$ cat src/rtl/vt_ram_arb_if.sv
// Bus bundle around the video RAM arbiter: CPU Wishbone master port, video fetch port, RAM slave port.
// "slave" is the arbiter's view; "master" is the surrounding system (CPU, fetcher, RAM).
interface vt_ram_arb_if #(
  parameter int AW = 16
);
  logic [AW-1:0] cpu_adr_i;
  logic [15:0]   cpu_dat_i;
  logic [15:0]   cpu_dat_o;
  logic          cpu_cyc_i;
  logic          cpu_stb_i;
  logic          cpu_we_i;
  logic [1:0]    cpu_sel_i;
  logic          cpu_ack_o;

  logic          vid_req_i;
  logic [AW-1:0] vid_adr_i;
  logic [15:0]   vid_dat_o;
  logic          vid_ack_o;

  logic [AW-1:0] s_adr_o;
  logic [15:0]   s_dat_o;
  logic [15:0]   s_dat_i;
  logic          s_cyc_o;
  logic          s_stb_o;
  logic          s_we_o;
  logic [1:0]    s_sel_o;
  logic          s_ack_i;

  modport slave (
    input  cpu_adr_i, cpu_dat_i, cpu_cyc_i, cpu_stb_i, cpu_we_i, cpu_sel_i,
    output cpu_dat_o, cpu_ack_o,
    input  vid_req_i, vid_adr_i,
    output vid_dat_o, vid_ack_o,
    output s_adr_o, s_dat_o, s_cyc_o, s_stb_o, s_we_o, s_sel_o,
    input  s_dat_i, s_ack_i
  );

  modport master (
    output cpu_adr_i, cpu_dat_i, cpu_cyc_i, cpu_stb_i, cpu_we_i, cpu_sel_i,
    input  cpu_dat_o, cpu_ack_o,
    output vid_req_i, vid_adr_i,
    input  vid_dat_o, vid_ack_o,
    input  s_adr_o, s_dat_o, s_cyc_o, s_stb_o, s_we_o, s_sel_o,
    output s_dat_i, s_ack_i
  );
endinterface

$ cat src/rtl/vt_ram_arb.sv
// Shares the video RAM slave between CPU (r/w) and video fetcher (read-only); video has priority
// up to VID_BURST grants while the CPU waits. Each transfer returns to IDLE so the RAM's cyc drops.
module vt_ram_arb #(
  parameter int AW        = 16,
  parameter int VID_BURST = 4
) (
  input  logic           wb_clk_i,
  input  logic           wb_rst_n,
  vt_ram_arb_if.slave    bus
);

  typedef enum logic [1:0] {
    ST_IDLE = 2'd0,
    ST_CPU  = 2'd1,
    ST_VID  = 2'd2
  } state_t;

  localparam logic [3:0] BURST_MAX = 4'(VID_BURST);

  state_t      state_q, state_d;
  logic [3:0]  vcnt_q, vcnt_d;
  logic        vid_ack_q, vid_ack_d;
  logic [15:0] vid_dat_q, vid_dat_d;

  logic cpu_pend;
  logic burst_hit;

  assign cpu_pend  = bus.cpu_cyc_i & bus.cpu_stb_i;
  assign burst_hit = (vcnt_q == BURST_MAX);

  always_comb begin
    state_d   = state_q;
    vcnt_d    = vcnt_q;
    vid_ack_d = 1'b0;
    vid_dat_d = vid_dat_q;
    case (state_q)
      ST_IDLE: begin
        if (cpu_pend && (!bus.vid_req_i || burst_hit)) begin
          state_d = ST_CPU;
          vcnt_d  = 4'd0;
        end else if (bus.vid_req_i) begin
          state_d = ST_VID;
          // Count video wins only while the CPU is actually being held off.
          if (!cpu_pend)                vcnt_d = 4'd0;
          else if (vcnt_q < BURST_MAX)  vcnt_d = vcnt_q + 4'd1;
          else                          vcnt_d = BURST_MAX;
        end else if (!cpu_pend) begin
          vcnt_d = 4'd0;
        end
      end
      ST_CPU: begin
        if (!bus.cpu_cyc_i || bus.s_ack_i) state_d = ST_IDLE;
      end
      ST_VID: begin
        if (bus.s_ack_i) begin
          state_d   = ST_IDLE;
          vid_ack_d = 1'b1;
          vid_dat_d = bus.s_dat_i;
        end
      end
      default: state_d = ST_IDLE;
    endcase
  end

  always_ff @(posedge wb_clk_i or negedge wb_rst_n) begin
    if (!wb_rst_n) begin
      state_q   <= ST_IDLE;
      vcnt_q    <= 4'd0;
      vid_ack_q <= 1'b0;
      vid_dat_q <= 16'h0000;
    end else begin
      state_q   <= state_d;
      vcnt_q    <= vcnt_d;
      vid_ack_q <= vid_ack_d;
      vid_dat_q <= vid_dat_d;
    end
  end

  always_comb begin
    bus.s_adr_o = '0;
    bus.s_dat_o = 16'h0000;
    bus.s_cyc_o = 1'b0;
    bus.s_stb_o = 1'b0;
    bus.s_we_o  = 1'b0;
    bus.s_sel_o = 2'b00;
    case (state_q)
      ST_CPU: begin
        bus.s_adr_o = bus.cpu_adr_i;
        bus.s_dat_o = bus.cpu_dat_i;
        bus.s_cyc_o = bus.cpu_cyc_i;
        bus.s_stb_o = bus.cpu_stb_i;
        bus.s_we_o  = bus.cpu_we_i;
        bus.s_sel_o = bus.cpu_sel_i;
      end
      ST_VID: begin
        bus.s_adr_o = bus.vid_adr_i;
        bus.s_cyc_o = 1'b1;
        bus.s_stb_o = 1'b1;
        bus.s_sel_o = 2'b11;
      end
      default: ;
    endcase
  end

  assign bus.cpu_ack_o = (state_q == ST_CPU) & bus.s_ack_i;
  assign bus.cpu_dat_o = bus.s_dat_i;
  assign bus.vid_ack_o = vid_ack_q;
  assign bus.vid_dat_o = vid_dat_q;

endmodule

$ cat src/flat_wrapper.sv
// flat-port wrapper written by rule: the top's interface ports become plain ports
module vt_ram_arb_flat 
#(
  parameter int AW        = 16,
  parameter int VID_BURST = 4
)
  (wb_clk_i, wb_rst_n, bus_cpu_adr_i, bus_cpu_dat_i, bus_cpu_cyc_i, bus_cpu_stb_i, bus_cpu_we_i, bus_cpu_sel_i, bus_cpu_dat_o, bus_cpu_ack_o, bus_vid_req_i, bus_vid_adr_i, bus_vid_dat_o, bus_vid_ack_o, bus_s_adr_o, bus_s_dat_o, bus_s_cyc_o, bus_s_stb_o, bus_s_we_o, bus_s_sel_o, bus_s_dat_i, bus_s_ack_i);
  vt_ram_arb_if #(.AW(AW)) bus_i ();
  input  logic wb_clk_i;
  input  logic wb_rst_n;
  input wire logic [$bits(bus_i.cpu_adr_i)-1:0] bus_cpu_adr_i;
  input wire logic [$bits(bus_i.cpu_dat_i)-1:0] bus_cpu_dat_i;
  input wire logic [$bits(bus_i.cpu_cyc_i)-1:0] bus_cpu_cyc_i;
  input wire logic [$bits(bus_i.cpu_stb_i)-1:0] bus_cpu_stb_i;
  input wire logic [$bits(bus_i.cpu_we_i)-1:0] bus_cpu_we_i;
  input wire logic [$bits(bus_i.cpu_sel_i)-1:0] bus_cpu_sel_i;
  output wire logic [$bits(bus_i.cpu_dat_o)-1:0] bus_cpu_dat_o;
  output wire logic [$bits(bus_i.cpu_ack_o)-1:0] bus_cpu_ack_o;
  input wire logic [$bits(bus_i.vid_req_i)-1:0] bus_vid_req_i;
  input wire logic [$bits(bus_i.vid_adr_i)-1:0] bus_vid_adr_i;
  output wire logic [$bits(bus_i.vid_dat_o)-1:0] bus_vid_dat_o;
  output wire logic [$bits(bus_i.vid_ack_o)-1:0] bus_vid_ack_o;
  output wire logic [$bits(bus_i.s_adr_o)-1:0] bus_s_adr_o;
  output wire logic [$bits(bus_i.s_dat_o)-1:0] bus_s_dat_o;
  output wire logic [$bits(bus_i.s_cyc_o)-1:0] bus_s_cyc_o;
  output wire logic [$bits(bus_i.s_stb_o)-1:0] bus_s_stb_o;
  output wire logic [$bits(bus_i.s_we_o)-1:0] bus_s_we_o;
  output wire logic [$bits(bus_i.s_sel_o)-1:0] bus_s_sel_o;
  input wire logic [$bits(bus_i.s_dat_i)-1:0] bus_s_dat_i;
  input wire logic [$bits(bus_i.s_ack_i)-1:0] bus_s_ack_i;
  assign bus_i.cpu_adr_i = bus_cpu_adr_i;
  assign bus_i.cpu_dat_i = bus_cpu_dat_i;
  assign bus_i.cpu_cyc_i = bus_cpu_cyc_i;
  assign bus_i.cpu_stb_i = bus_cpu_stb_i;
  assign bus_i.cpu_we_i = bus_cpu_we_i;
  assign bus_i.cpu_sel_i = bus_cpu_sel_i;
  assign bus_cpu_dat_o = bus_i.cpu_dat_o;
  assign bus_cpu_ack_o = bus_i.cpu_ack_o;
  assign bus_i.vid_req_i = bus_vid_req_i;
  assign bus_i.vid_adr_i = bus_vid_adr_i;
  assign bus_vid_dat_o = bus_i.vid_dat_o;
  assign bus_vid_ack_o = bus_i.vid_ack_o;
  assign bus_s_adr_o = bus_i.s_adr_o;
  assign bus_s_dat_o = bus_i.s_dat_o;
  assign bus_s_cyc_o = bus_i.s_cyc_o;
  assign bus_s_stb_o = bus_i.s_stb_o;
  assign bus_s_we_o = bus_i.s_we_o;
  assign bus_s_sel_o = bus_i.s_sel_o;
  assign bus_i.s_dat_i = bus_s_dat_i;
  assign bus_i.s_ack_i = bus_s_ack_i;
  vt_ram_arb #(.AW(AW), .VID_BURST(VID_BURST)) u_core (.wb_clk_i(wb_clk_i), .wb_rst_n(wb_rst_n), .bus(bus_i));
endmodule
$ cat config.mk
export PLATFORM = sky130hd
export DESIGN_NAME = vt_ram_arb_flat
export DESIGN_NICKNAME = d
export VERILOG_FILES = /design/src/rtl/vt_ram_arb_if.sv /design/src/rtl/vt_ram_arb.sv /design/src/flat_wrapper.sv
export SDC_FILE = /design/constraint.sdc
export NUM_CORES = 1
export LEC_CHECK = 0
export BUFFER_PORTS_ARGS = -buffer_cell sky130_fd_sc_hd__buf_2
export CORE_MARGIN = 1
export CORE_UTILIZATION = 40
export DETAILED_ROUTE_END_ITERATION = 6
export HOLD_SLACK_MARGIN = 0.03
export PLACE_DENSITY = 0.95
export SLEW_MARGIN = 10
export SYNTH_ARGS = -nofsm -noshare
export SYNTH_HDL_FRONTEND = slang
export SYNTH_SLANG_ARGS = --single-unit
$ cat constraint.sdc
create_clock -name wb_clk_i -period 2.2 [get_ports wb_clk_i]
set_clock_uncertainty 0.1 [all_clocks]
set_input_delay 0 -clock wb_clk_i [delete_from_list [all_inputs] [get_ports wb_clk_i]]
set_output_delay 0 -clock wb_clk_i [all_outputs]
set_load 0.05 [all_outputs]
**Word level (Yosys, flattened, before mapping)**

Index checks and enable logic that the tools add are counted.

- Input bits: 73
- Register bits after elaboration: 23
- Word-level logic and storage cells: 42

- Equal/unequal tests: 7
- Reductions and logical operators: 9
- $lt $le $gt $ge: 1
- Add/sub/neg operators: 1
- Mux-type cells: 18
- Bitwise logic cells: 2

Operators by type and width:

| cell | count |
|---|---|
| $pmux 16 s2 | 1 |
| $mux 4 | 5 |
| $mux 16 | 1 |
| $mux 2 | 4 |
| $pmux 2 s3 | 1 |
| $add 4x1->4 const B | 1 |
| $eq 4x3->1 const B | 1 |
| $lt 4x3->1 const B | 1 |
| $pmux 1 s2 | 2 |
| $pmux 2 s2 | 1 |
| $reduce_and 2->1 | 2 |
| $mux 1 | 3 |
| $ne 3x2->1 const B | 1 |
| $ne 3x3->1 const B | 1 |
| $reduce_and 3->1 | 1 |
| $and 1x1->1 | 2 |
| $eq 2x1->1 const B | 1 |
| $eq 2x2->1 const B | 1 |
| $logic_not 1->1 | 2 |
| $logic_not 2->1 | 1 |
| $logic_or 1x1->1 | 2 |
| $ne 2x1->1 const B | 1 |
| $ne 2x2->1 const B | 1 |
| $logic_and 1x1->1 | 1 |

**Longest topological paths before layout**

Gate-level depths: netlist (run 1).

- Depth in word-level cells: 5
- Gate-level depth with buffers: 6

**Worst setup path after synthesis (run 1)**

OpenSTA, ideal clock, no wires.

- Path kind: reg-to-output
- Start point: register u_core.state_q[0]
- End point: output port bus_s_adr_o[4]
- Arrival: 1.821 ns
- Data required time: 2.100 ns
- Path buffers: 2
- Path slack: 0.279 ns
- Cell stages (with the launch flop): 7
- Cells stage by stage: dfrtp_1 -> inv_1 -> ha_1 -> buf_2 -> buf_4 -> a22oi_1 -> nor2b_1

- Longest elaborated chain between the ends: 2
- Elaborated cells on any way between the ends: 3

RTL lines:

| item | line | RTL |
|---|---|---|
| start: declaration | vt_ram_arb.sv:20 | `state_t state_q, state_d;` |
| start signal: assignment | vt_ram_arb.sv:72 | `state_q <= state_d;` |
| $eq 2x2->1 / $eq 2x1->1 (equally long branches) | vt_ram_arb.sv:86 | `case (state_q)` |
| $pmux 16 s2 * | vt_ram_arb.sv:86 |  |
| end: declaration | flat_wrapper.sv:23 | `output wire logic [$bits(bus_i.s_adr_o)-1:0] bus_s_adr_o;` |

Mark *: on every way between the ends. The rest lies on a longest branch, timed or not.

**Worst setup path in the final report (run 1)**

- Start point: register u_core.state_q[1]
- End point: register u_core.state_q[0]

- Longest elaborated chain between the ends: 3
- Elaborated cells on any way between the ends: 8

RTL lines:

| item | line | RTL |
|---|---|---|
| $eq 2x1->1 (tied with other cells) | vt_ram_arb.sv:36 | `case (state_q)` |
| $ne 2x1->1 (no source line) (tied with other cells) | n/a |  |
| $reduce_and 3->1 (no source line) | n/a |  |

Parallel ways exist; a longest one is shown, timed or not.
A chain may end at the register's enable or synchronous reset.

==> metrics.md, run 1 <==
| Metric | Value |
|---|---|
| Outcome | finished, final reports clean |
| Slew Limit Fails | 0 |
| Crit Path Max Fanout | 4 |
| Worst reg-to-reg setup slack | 230 ps |
| DRT antenna net count | 0 |
| Synth Instances | 156 |
| Cells resized by post-CTS repair | 0 |
| Starting DRT DRC Count | 70 |
| Initial core utilization | 0.426 |
| Worst reg2reg path depth | 6 |
| Peak VDD IR | 1.11 mV |
| Final core area utilization | 0.660 |
| DIE HEIGHT | 64.9 µm |
| Number of global-route vias before repair | 1550 |
| # DRC | 0 |
| Antenna violations before repair | 0 |
| TritonCTS Buffers | 3 |
| PortBufs | 143 |
| CORE AREA | 3720 µm² |
| # diodes | 0 |
| Critical path class | flop to flop |
| Async SR Flop Fraction | 1.00 |
| Worst relative slew slack | 0.668 |
| CP Launch Type | flop |
| Clock sinks | 23 |
| Pin count of the biggest net entering global routing | 38 |
| Clock root buffer | clkbuf_8 |
| Worst r2r src | u_core.state_q[1] |
| Area of the die | 4220 µm² |
| Final setup viols | 0 |
| Fill cells | 284 |
| Main synth FF type | dfrtp_1 |
| P per Cell Area | 1440 nW/µm² |
| DRT Pass-1 Iters | 4 |
| Dpl hpwl | 3280 µm |
| RSZ-0062 raised after global routing | false |
| Worst Path Arrival | 2060 ps |
| Via count | 1663 |
| Clk_lat worst skew | 250 ps |
| Final Hold Vio Count | 0 |
| Total Wirelength | 4520 µm |
| Hold Slack | 29.8 ps |
| Tot Pwr | 0.00352 W |
| Worst-Margin Slew | 496 ps |
| Post-synth design cell area | 1580 µm² |
| DIE WIDTH | 64.9 µm |
| Fmax | 0.507 GHz |
| Post-DR wirelength/cell | 13.0 µm |
| Post-layout minimum cycle time | 1970 ps |
| CP endpoint kind | flop |
| Post-synth EDFFs | 0 |
| Synth unique cells | 29 |
| R2R Path End | u_core.state_q[0] |
| Post CTS Setup Buffer Count | 0 |
| Syn_area_per_cell | 10.2 µm² |
| Worst setup path startpoint | u_core.state_q[1] |
| GPL Wtd Cong | 0.727 |
| Worst hold path depth | 3 |
| Via/cell ratio | 4.78 |
| Sequential fraction of the synthesis area | 0.363 |
| Sum Neg Setup Slack | 0 ps |
| Yosys Warn Count | 0 |
| Syn_nets | 235 |
| Total track usage | 0.208 |
| Leakage | 1.37 nW |
| Total congestion overflow | 0 |
| Final period util | 0.896 |
| CP Data Required Time | 2290 ps |
| Nets | 380 |
| H-tree depth | 1 |
| Synth-to-Final Area Change | 54.7% |
| Layout cells sized above 1 | 0.563 |
| CP Capture Point | u_core.state_q[0] |
| Ports | 144 |
| CTS tree | built |
| Clock buffer depth | 2 |
| Site Rows | 22 |
| Hold_buf cts | 20 |
| Yosys reg bits | 23 |
| First-pass GRT wire length | 6780 µm |
| Worst Hold Class | input port to flop |
| Max_cap viols | 0 |
| Clock transition at path regs | 80 ps |
-- Yosys cell counts (2+ instances only) --
library cell  count  area (µm²)
a22oi_1          16         120
nor2b_1          20         125
ha_1              6        75.1
mux2_4            9         135
buf_2             4        20.0
nand4_1           2        12.5
buf_4            17         128
and2_1           18         113
nand2_1           2        7.51
nor3_1            2        10.0
mux2_2            8        90.1
clkbuf_1          3        11.3
a21oi_1           4        20.0
inv_1             8        30.0
dfrtp_1          23         576
-- sequential cells by signal, indices dropped and copies added (netlist names) --
name	cells
u_core.bus.vid_ack_o	1
u_core.bus.vid_dat_o	16
u_core.state_q	2
u_core.vcnt_q	4
-- cells in the final DEF (no fill, tap or decap), drive strengths merged, types with 2 or more instances in the layout --
| cell | instances |
|---|---|
| nand4 | 2 |
| dfrtp | 23 |
| buf | 145 |
| nor3 | 2 |
| and2 | 18 |
| nor2b | 20 |
| ha | 6 |
| mux2 | 17 |
| inv | 8 |
| a21oi | 5 |
| nand2 | 3 |
| a22oi | 16 |
| dlygate4sd3 | 20 |
| clkbuf | 3 |
-- power breakdown --
group          switching [W]  total (W)  internal, W
combinational        0.00179    0.00257     0.000778
sequential          0.000103   0.000704     0.000601
clock               0.000122   0.000248     0.000126
total                0.00202    0.00352      0.00151
-- stage by stage --
step / setup WS [ps] / cell area [µm²] / instances
after floorplan: 279 / 1580 / 156
after global placement: 573 / 2200 / 324
after detailed placement: 511 / 2200 / 324
after CTS: 227 / 2450 / 348
after global routing: 78.4 / 2450 / 348
final: 229 / 2450 / 348
-- critical path, stage by stage, from the launching register on --
cell           delay (ps)
dfrtp_1               400
inv_1                 130
ha_1                  220
a21oi_2                90
or2_0                 230
a32oi_1               180
dlygate4sd3_1         570
-- cell type report --
cell class / instances / area (µm²) / area share
clock inverters: 1 / 5.00 / 0.00204
clock buffers: 3 / 41.3 / 0.0168
well taps: 48 / 60.1 / 0.0245
flip-flops and latches: 23 / 576 / 0.235
inverters: 8 / 30.0 / 0.0123
multi-input cells: 100 / 808 / 0.330
repair buffers: 165 / 931 / 0.380
-- cells by family (layout without fill, tap and decap cells) --
group,Yosys count,count (layout),synth area share
adders and majority gates,6,6,0.0474
buffers and inverters,33,177,0.126
and+or+nand+nor,49,49,0.192
AOI/OAI and AO/OA,28,28,0.129
muxes,17,17,0.142
DFF,23,23,0.363
-- worst min-delay path by stage --
stage,end,from,slack (ps)
floorplan,u_core.bus.vid_ack_o,wb_rst_n,-400
global placement,u_core.bus.vid_dat_o[0],wb_rst_n,-110
detailed placement,u_core.bus.vid_dat_o[11],wb_rst_n,-110
CTS,u_core.vcnt_q[2],bus_cpu_cyc_i,30
global route,u_core.vcnt_q[2],bus_cpu_cyc_i,60
finish,u_core.vcnt_q[2],bus_cpu_cyc_i,30
-- per-layer routing --
metal  vias up  part of all wire  global-route usage
li1        805                 -                   -
met1       753              0.35               0.203
met2       101              0.55               0.435
met3         4             0.097              0.0352
met4         0            0.0075              0.0500
met5         -                 0                   0
Power figures use the tool's default switching activity.
==> run 2, diff against run 1 <==
==> constraint.sdc (replaced) <==
create_clock -name wb_clk_i -period 2.2 [get_ports wb_clk_i]
set_clock_uncertainty 0.1 [all_clocks]
set_input_delay 0.44 -clock wb_clk_i [delete_from_list [all_inputs] [get_ports wb_clk_i]]
set_output_delay 0.44 -clock wb_clk_i [all_outputs]
set_load 0.05 [all_outputs]
==> run 2 against run 1 <==
Compared with the run above: core utilization increased by 1.3 points; worst hold slack gained 4.6 ps; final cell count is 5.2% lower; final area is 2.0% higher; worst setup slack got worse by 190 ps; sequential share of layout area shrank 0.47 points; sequential power barely moved; critical endpoint is now bus_s_adr_o[1].
==> metrics.md, run 2 (synthesis results as in run 1) <==
| Metric | Value |
|---|---|
| Outcome | finished, final reports clean |
| CP Capture Point | bus_s_adr_o[1] |
| Worst relative slew slack | 0.657 (-0.0110) |
| Global-route track usage on met2 | 0.375 (-0.0599) |
| Most frequent cells in the layout | buf_2, dfrtp_1, nor2b_2, and2_1, buf_4 |
| Final Hold Vio Count | 0 (unchanged) |
| Total congestion overflow | 0 (unchanged) |
| CP endpoint kind | output port |
| Multi-input logic area | 943 µm² (+17%) |
| CORE AREA | 3720 µm² (unchanged) |
| Post-DR wirelength/cell | 13.5 µm (+3.9%) |
| Filler-free cell count of the finished design | 330 (-5.2%) |
| CP Data Required Time | 1660 ps (-630 ps) |
| Final core area utilization | 0.673 (+0.0135) |
| Commonest non-fill, non-tap cell in the layout | buf_2 |
| PortBufs | 143 (unchanged) |
| TritonCTS Buffers | 3 (unchanged) |
| Max_cap viols | 0 (unchanged) |
| Total track usage | 0.199 (-0.00933) |
| Leakage | 1.33 nW (-3.3%) |
| Final Instance Area | 2500 µm² (+2.0%) |
| Hold Slack | 34.4 ps (+4.56 ps) |
| CP Launch Type | flop |
| Clock transition at path regs | 80 ps (about the same) |
| # diodes | 0 (unchanged) |
| GRT met1 Usage | 0.216 (+0.0133) |
| Slew Limit Fails | 0 (unchanged) |
| Site Rows | 22 (unchanged) |
| Worst r2r src | u_core.state_q[0] |
| Final period util | 0.981 (+0.0856) |
| Worst reg-to-reg setup slack | 480 ps (+250 ps) |
| Met3 usage | 0.0440 (+0.00880) |
| Clock sinks | 23 (unchanged) |
| Critical path class | flop to output port |
| Placed cell areas | 2280 µm² (+3.6%) |
| RSZ-0062 raised after global routing | true |
| Total Wirelength | 4460 µm (-1.4%) |
| Setup WS post-layout | 41.2 ps (-188 ps) |
| Clock buffer depth | 2 (unchanged) |
| Layout cells sized above 1 | 0.727 (+0.164) |
| Worst reg2reg path depth | 4 (-2) |
| Synth-to-Final Area Change | 57.9% |
| Starting DRT DRC Count | 39 (-44%) |
| Ports | 144 (unchanged) |
| DIE WIDTH | 64.9 µm (unchanged) |
| Worst Hold Class | input port to asynchronous set/reset pin |
| Via/cell ratio | 4.88 (+2.0%) |
| DP Worst Slack | 130 ps (-381 ps) |
| P per Cell Area | 1540 nW/µm² (+7.4%) |
| Worst setup path startpoint | u_core.state_q[0] |
| Crit Path Max Fanout | 19 (+15) |
| Via count | 1609 (-3.2%) |
| Pin count of the biggest net entering global routing | 25 (-34%) |
| # DRC | 0 (unchanged) |
| DRT Pass-1 Iters | 4 (unchanged) |
| Final setup viols | 0 (unchanged) |
| Post-layout minimum cycle time | 2160 ps (+188 ps) |
| First-pass GRT wire length | 6470 µm (-4.6%) |
| Largest register FFs | 16 (unchanged) |
| Fill cells | 289 (+1.8%) |
| Busiest grt layer | met2 |
| Register area | 576 µm² (unchanged) |
| DRT antenna net count | 0 (unchanged) |
| CTS tree | built |
| Clk_lat worst skew | 250 ps (about the same) |
| GPL Wtd Cong | 0.767 (+5.5%) |
| Number of global-route vias before repair | 1470 (-5.2%) |
| Worst Path Arrival | 1620 ps (-440 ps) |
| Hold_buf cts | 0 (-100%) |
| Antenna violations before repair | 0 (unchanged) |
| Area of the die | 4220 µm² (unchanged) |
| Placed insts | 325 (+0.31%) |
| Nets | 362 (-4.7%) |
| Fmax | 0.463 GHz (-8.7%) |
| H-tree depth | 1 (unchanged) |
| Clock root buffer | clkbuf_8 |
| Dpl hpwl | 3370 µm (+2.6%) |
| Initial core utilization | 0.426 (unchanged) |
| DIE HEIGHT | 64.9 µm (unchanged) |
| R2R Path End | u_core.bus.vid_dat_o[1] |
| Peak VDD IR | 0.863 mV (-22%) |
| Worst-Margin Slew | 513 ps (+16.4 ps) |
==> run 2: cell types whose count changed in the layout (fill, tap and decap cells not counted), moves of 13 or more <==
cell,change
buf_2,-21
buf_4,+13
dlygate4sd3_1,-20
nor2b_1,-19
nor2b_2,+19
==> run 2: power breakdown <==
group | switching, W | internal, W
registers | 0.000101 | 0.000600
clock network | 0.000124 | 0.000126
logic | 0.00188 | 0.00103
total | 0.00211 | 0.00175
==> run 2: layout make-up <==
| class | instances | share of cell area |
|---|---|---|
| multi-input cells | 100 | 0.377 |
| well taps | 48 | 0.0240 |
| clock buffers | 3 | 0.0165 |
| inverters | 8 | 0.0120 |
| flip-flops and latches | 23 | 0.230 |
| clock inverters | 1 | 0.00200 |
| repair buffers | 147 | 0.338 |
==> run 2: timing repair <==
| action | in CTS | in global routing |
|---|---|---|
| setup endpoints to repair | 20 | 38 |
| pin swaps | 0 | 1 |
| setup buffers | 0 | 1 |
| gates resized for setup | 21 | 24 |
==> run 2: layer usage <==
layer | routed length, µm | part of all wire | vias to the layer above
met3 | 363 | 0.081 | 10
met4 | 97 | 0.022 | 0
met5 | 0 | 0 | -
met1 | 1600 | 0.36 | 748
met2 | 2400 | 0.54 | 84
li1 | - | - | 767
==> run 2: how the worst min path moves through the flow <==
| stage | cells after the start | slack [ps] | start | end |
|---|---|---|---|---|
| floorplan | 0 | 40 | wb_rst_n | u_core.bus.vid_ack_o |
| global placement | 1 | 330 | wb_rst_n | u_core.bus.vid_dat_o[13] |
| detailed placement | 1 | 330 | wb_rst_n | u_core.bus.vid_dat_o[13] |
| CTS | 1 | 50 | wb_rst_n | u_core.bus.vid_dat_o[13] |
| global route | 1 | 70 | wb_rst_n | u_core.bus.vid_dat_o[0] |
| finish | 1 | 30 | wb_rst_n | u_core.bus.vid_dat_o[0] |
==> run 2: critical path: stages (launching register included) <==
cell	delay (ps)
dfrtp_1	430
inv_2	150
ha_4	180
buf_12	160
a22oi_2	90
nor2b_2	170
buf_6	180
==> run 2: metrics by stage <==
stage / power [W] / setup TNS, ps
after floorplan: 0.00281 / 0
after global placement: 0.00330 / 0
after detailed placement: 0.00336 / 0
after CTS: 0.00370 / -2.75
after global routing: 0.00405 / -125
final: 0.00386 / 0
==> run 3, diff against run 2 <==
- ABC_AREA: not set -> 1
==> run 3 against run 2 <==
Compared with the run above: synthesized cell count grew 51%; critical endpoint is now bus_s_sel_o[1]; largest power group unchanged; flip-flop and latch count is the same; largest cell class is now buffers; maximum frequency shrank 3.1%; the run now ends with negative setup slack left.
==> metrics.md, run 3 <==
| Metric | Value |
|---|---|
| Antenna violations before repair | 0 (unchanged) |
| DIE HEIGHT | 64.8 µm (-0.15%) |
| Slew Limit Fails | 0 (unchanged) |
| Max_cap viols | 0 (unchanged) |
| Outcome | finished, violations left |
| Yosys reg bits | 23 (unchanged) |
| Switching Share | 0.592 (+0.0454) |
| Post-DR wirelength/cell | 13.0 µm (-4.0%) |
| Clock transition at path regs | 70 ps (about the same) |
| Ports | 144 (unchanged) |
| # DRC | 0 (unchanged) |
| Hold_buf cts | 0 (unchanged) |
| Starting DRT DRC Count | 102 (+160%) |
| Post-synth top area share | 0.365 (+0.00115) |
| CORE AREA | 3720 µm² (unchanged) |
| RSZ-0062 raised after global routing | true |
| Async SR Flop Fraction | 1.00 (unchanged) |
| Synth unique cells | 19 (-34%) |
| Total congestion overflow | 0 (unchanged) |
| Critical path class | flop to output port |
| Total track usage | 0.225 (+0.0265) |
| Switch Pwr | 0.00206 W (-2.4%) |
| DRT Pass-1 Iters | 5 (+1) |
| Syn_nets | 314 (+34%) |
| CP endpoint kind | output port |
| Clock buffer depth | 2 (unchanged) |
| Dpl hpwl | 3340 µm (-0.72%) |
| Clock sinks | 23 (unchanged) |
| Via count | 1985 (+23%) |
| Fmax | 0.449 GHz (-3.1%) |
| Sequential fraction of the synthesis area | 0.365 (+0.00115) |
| Failing checks | negative setup slack |
| GPL Wtd Cong | 0.839 (+9.4%) |
| Site Rows | 22 (unchanged) |
| Yosys Warn Count | 0 (unchanged) |
| Setup WS post-layout | -28.1 ps (-69.3 ps) |
| Leakage | 1.53 nW (+15%) |
| PortBufs | 143 (unchanged) |
| Crit Path Max Fanout | 5 (-14) |
| Commonest cells post-synth | nand2_1, inv_1, dfrtp_1 |
| Count leader, synth | nand2_1 |
| Nets | 445 (+23%) |
| Via/cell ratio | 4.81 (-1.4%) |
| DRT antenna net count | 0 (unchanged) |
| Worst-Margin Slew | 484 ps (-28.9 ps) |
| Clk_lat worst skew | 250 ps (about the same) |
| Synth-to-Final Area Change | 60.6% |
| Post-synth EDFFs | 0 (unchanged) |
| Largest register FFs | 16 (unchanged) |
| Layout cells sized above 1 | 0.501 (-0.226) |
| H-tree depth | 1 (unchanged) |
| TritonCTS Buffers | 3 (unchanged) |
| Final setup viols | 2 (+2) |
| First-pass GRT wire length | 7310 µm (+13%) |
| Final Hold Vio Count | 0 (unchanged) |
| Worst Path Arrival | 1690 ps (+70 ps) |
| Worst Hold Class | input port to asynchronous set/reset pin |
| Syn_area_per_cell | 6.72 µm² (-34%) |
| DIE WIDTH | 64.8 µm (-0.15%) |
| Post-synth design cell area | 1580 µm² (-0.32%) |
| Area of the die | 4200 µm² (-0.31%) |
| Share of total power in the clock network | 0.071 (+0.006) |
| Int Pwr | 0.00142 W (-19%) |
| Final period util | 1.01 (+0.0315) |
| Combinational share of power | 0.736 (-0.018) |
| Main synth FF type | dfrtp_1 |
| Total Wirelength | 5360 µm (+20%) |
| Peak VDD IR | 0.807 mV (-6.5%) |
| # diodes | 0 (unchanged) |
| Commonest non-fill, non-tap cell in the layout | buf_2 |
| CP Data Required Time | 1660 ps (about the same) |
| Clock root buffer | clkbuf_8 |
| Pin count of the biggest net entering global routing | 24 (-4.0%) |
| P per Cell Area | 1370 nW/µm² (-11%) |
| DP Worst Slack | 40.1 ps (-90.2 ps) |
| CTS tree | built |
| Most frequent cells in the layout | buf_2, nand2_1, inv_1, dfrtp_1, buf_6 |
| Synth area leader | dfrtp_1 |
| Post-layout minimum cycle time | 2230 ps (+69.3 ps) |
| Worst relative slew slack | 0.678 (+0.0205) |
| Synth top area cells | dfrtp_1, nand2_1, buf_4, inv_1, a21oi_1 |
| CP Launch Type | flop |
| Reg power frac | 0.193 (+0.011) |
| Number of global-route vias before repair | 1661 (+13%) |
| Initial core utilization | 0.425 (-0.00135) |
| Synth Instances | 235 (+51%) |
| Final core area utilization | 0.682 (+0.00943) |
run 3: changes by cell type after synthesis, sizes merged, moves of 3 or more:
cell | previous run | this run
a21oi | 5 | 20
nand2 | 3 | 116
nor2b | 20 | 0
mux2 | 17 | 0
and2 | 18 | 0
inv | 8 | 32
a22oi | 16 | 0
nor2 | 0 | 3
run 3: timing repair:
item / in CTS / in global routing
cloned: 4 / 0
setup buffers: 2 / 1
gates resized for setup: 31 / 36
setup endpoints to repair: 20 / 34
pin swaps: 0 / 3
run 3: metrics by stage:
| step | cell area (µm²) | cells | hold slack, ps | setup TNS, ps | total power [W] |
|---|---|---|---|---|---|
| 2_1_floorplan | 1600 | 235 | 44.4 | -804 | 0.00236 |
| 3_3_place_gp | 2210 | 402 | 322 | 0 | 0.00274 |
| 3_5_place_dp | 2210 | 402 | 337 | 0 | 0.00278 |
| 4_1_cts | 2410 | 412 | 52.7 | 0 | 0.00328 |
| 5_1_grt | 2540 | 413 | 64.9 | -950 | 0.00367 |
| 6_report | 2540 | 413 | 36.9 | -45.7 | 0.00348 |
run 3: per-layer routing:
layer	vias to the layer above	track usage	share of wire
met5	-	0	0
met4	0	0.0889	0.038
met3	28	0.0387	0.084
met2	144	0.424	0.52
met1	865	0.245	0.35
li1	948	-	-
run 3: cell type report:
| class | count | area (µm²) |
|---|---|---|
| flip-flops and latches | 23 | 576 |
| clock buffers | 4 | 45.0 |
| repair buffers | 149 | 922 |
| fillers | 299 | 1180 |
| repair inverters | 3 | 22.5 |
| inverters | 32 | 129 |
| well taps | 48 | 60.1 |
| multi-input cells | 154 | 782 |
run 3: worst paths after layout:
check | startpoint | slack, ps | depth (start not counted) | end
worst max-delay path | u_core.state_q[1] | -30 | 5 | bus_s_sel_o[1]
worst min-delay path | wb_rst_n | 40 | 1 | u_core.bus.vid_dat_o[2]
worst max register to register | u_core.state_q[1] | 600 | 9 | u_core.state_q[1]
worst min register to register | u_core.bus.vid_dat_o[15] | 380 | 2 | u_core.bus.vid_dat_o[15]
max in group asynchronous | wb_rst_n | 1640 | 1 | u_core.state_q[0]
min in group wb_clk_i | bus_s_dat_i[15] | 290 | 3 | u_core.bus.vid_dat_o[15]
run 3: power groups by stage:
stage | Sequential, W | Clock, W | Combinational [W]
after floorplan | 0.00117 | 0 | 0.00120
after global placement | 0.000670 | 0 | 0.00207
after detailed placement | 0.000668 | 0 | 0.00212
after CTS | 0.000670 | 0.000256 | 0.00236
after global routing | 0.000692 | 0.000282 | 0.00270
final | 0.000671 | 0.000247 | 0.00256
run 3: logic make-up (layout without fill, tap and decap cells):
kind of cell | Yosys count | after routing | synth area share
AOI/OAI and AO/OA | 24 | 24 | 0.0792
DFF | 23 | 23 | 0.364
and+or+nand+nor | 124 | 124 | 0.305
adders and majority gates | 6 | 6 | 0.0475
buffers and inverters | 58 | 188 | 0.204
run 3: critical path: stages (launching register included):
cell	delay (ps)
dfrtp_1	390
inv_2	90
ha_4	340
clkinvlp_4	210
a21oi_2	210
buf_6	180
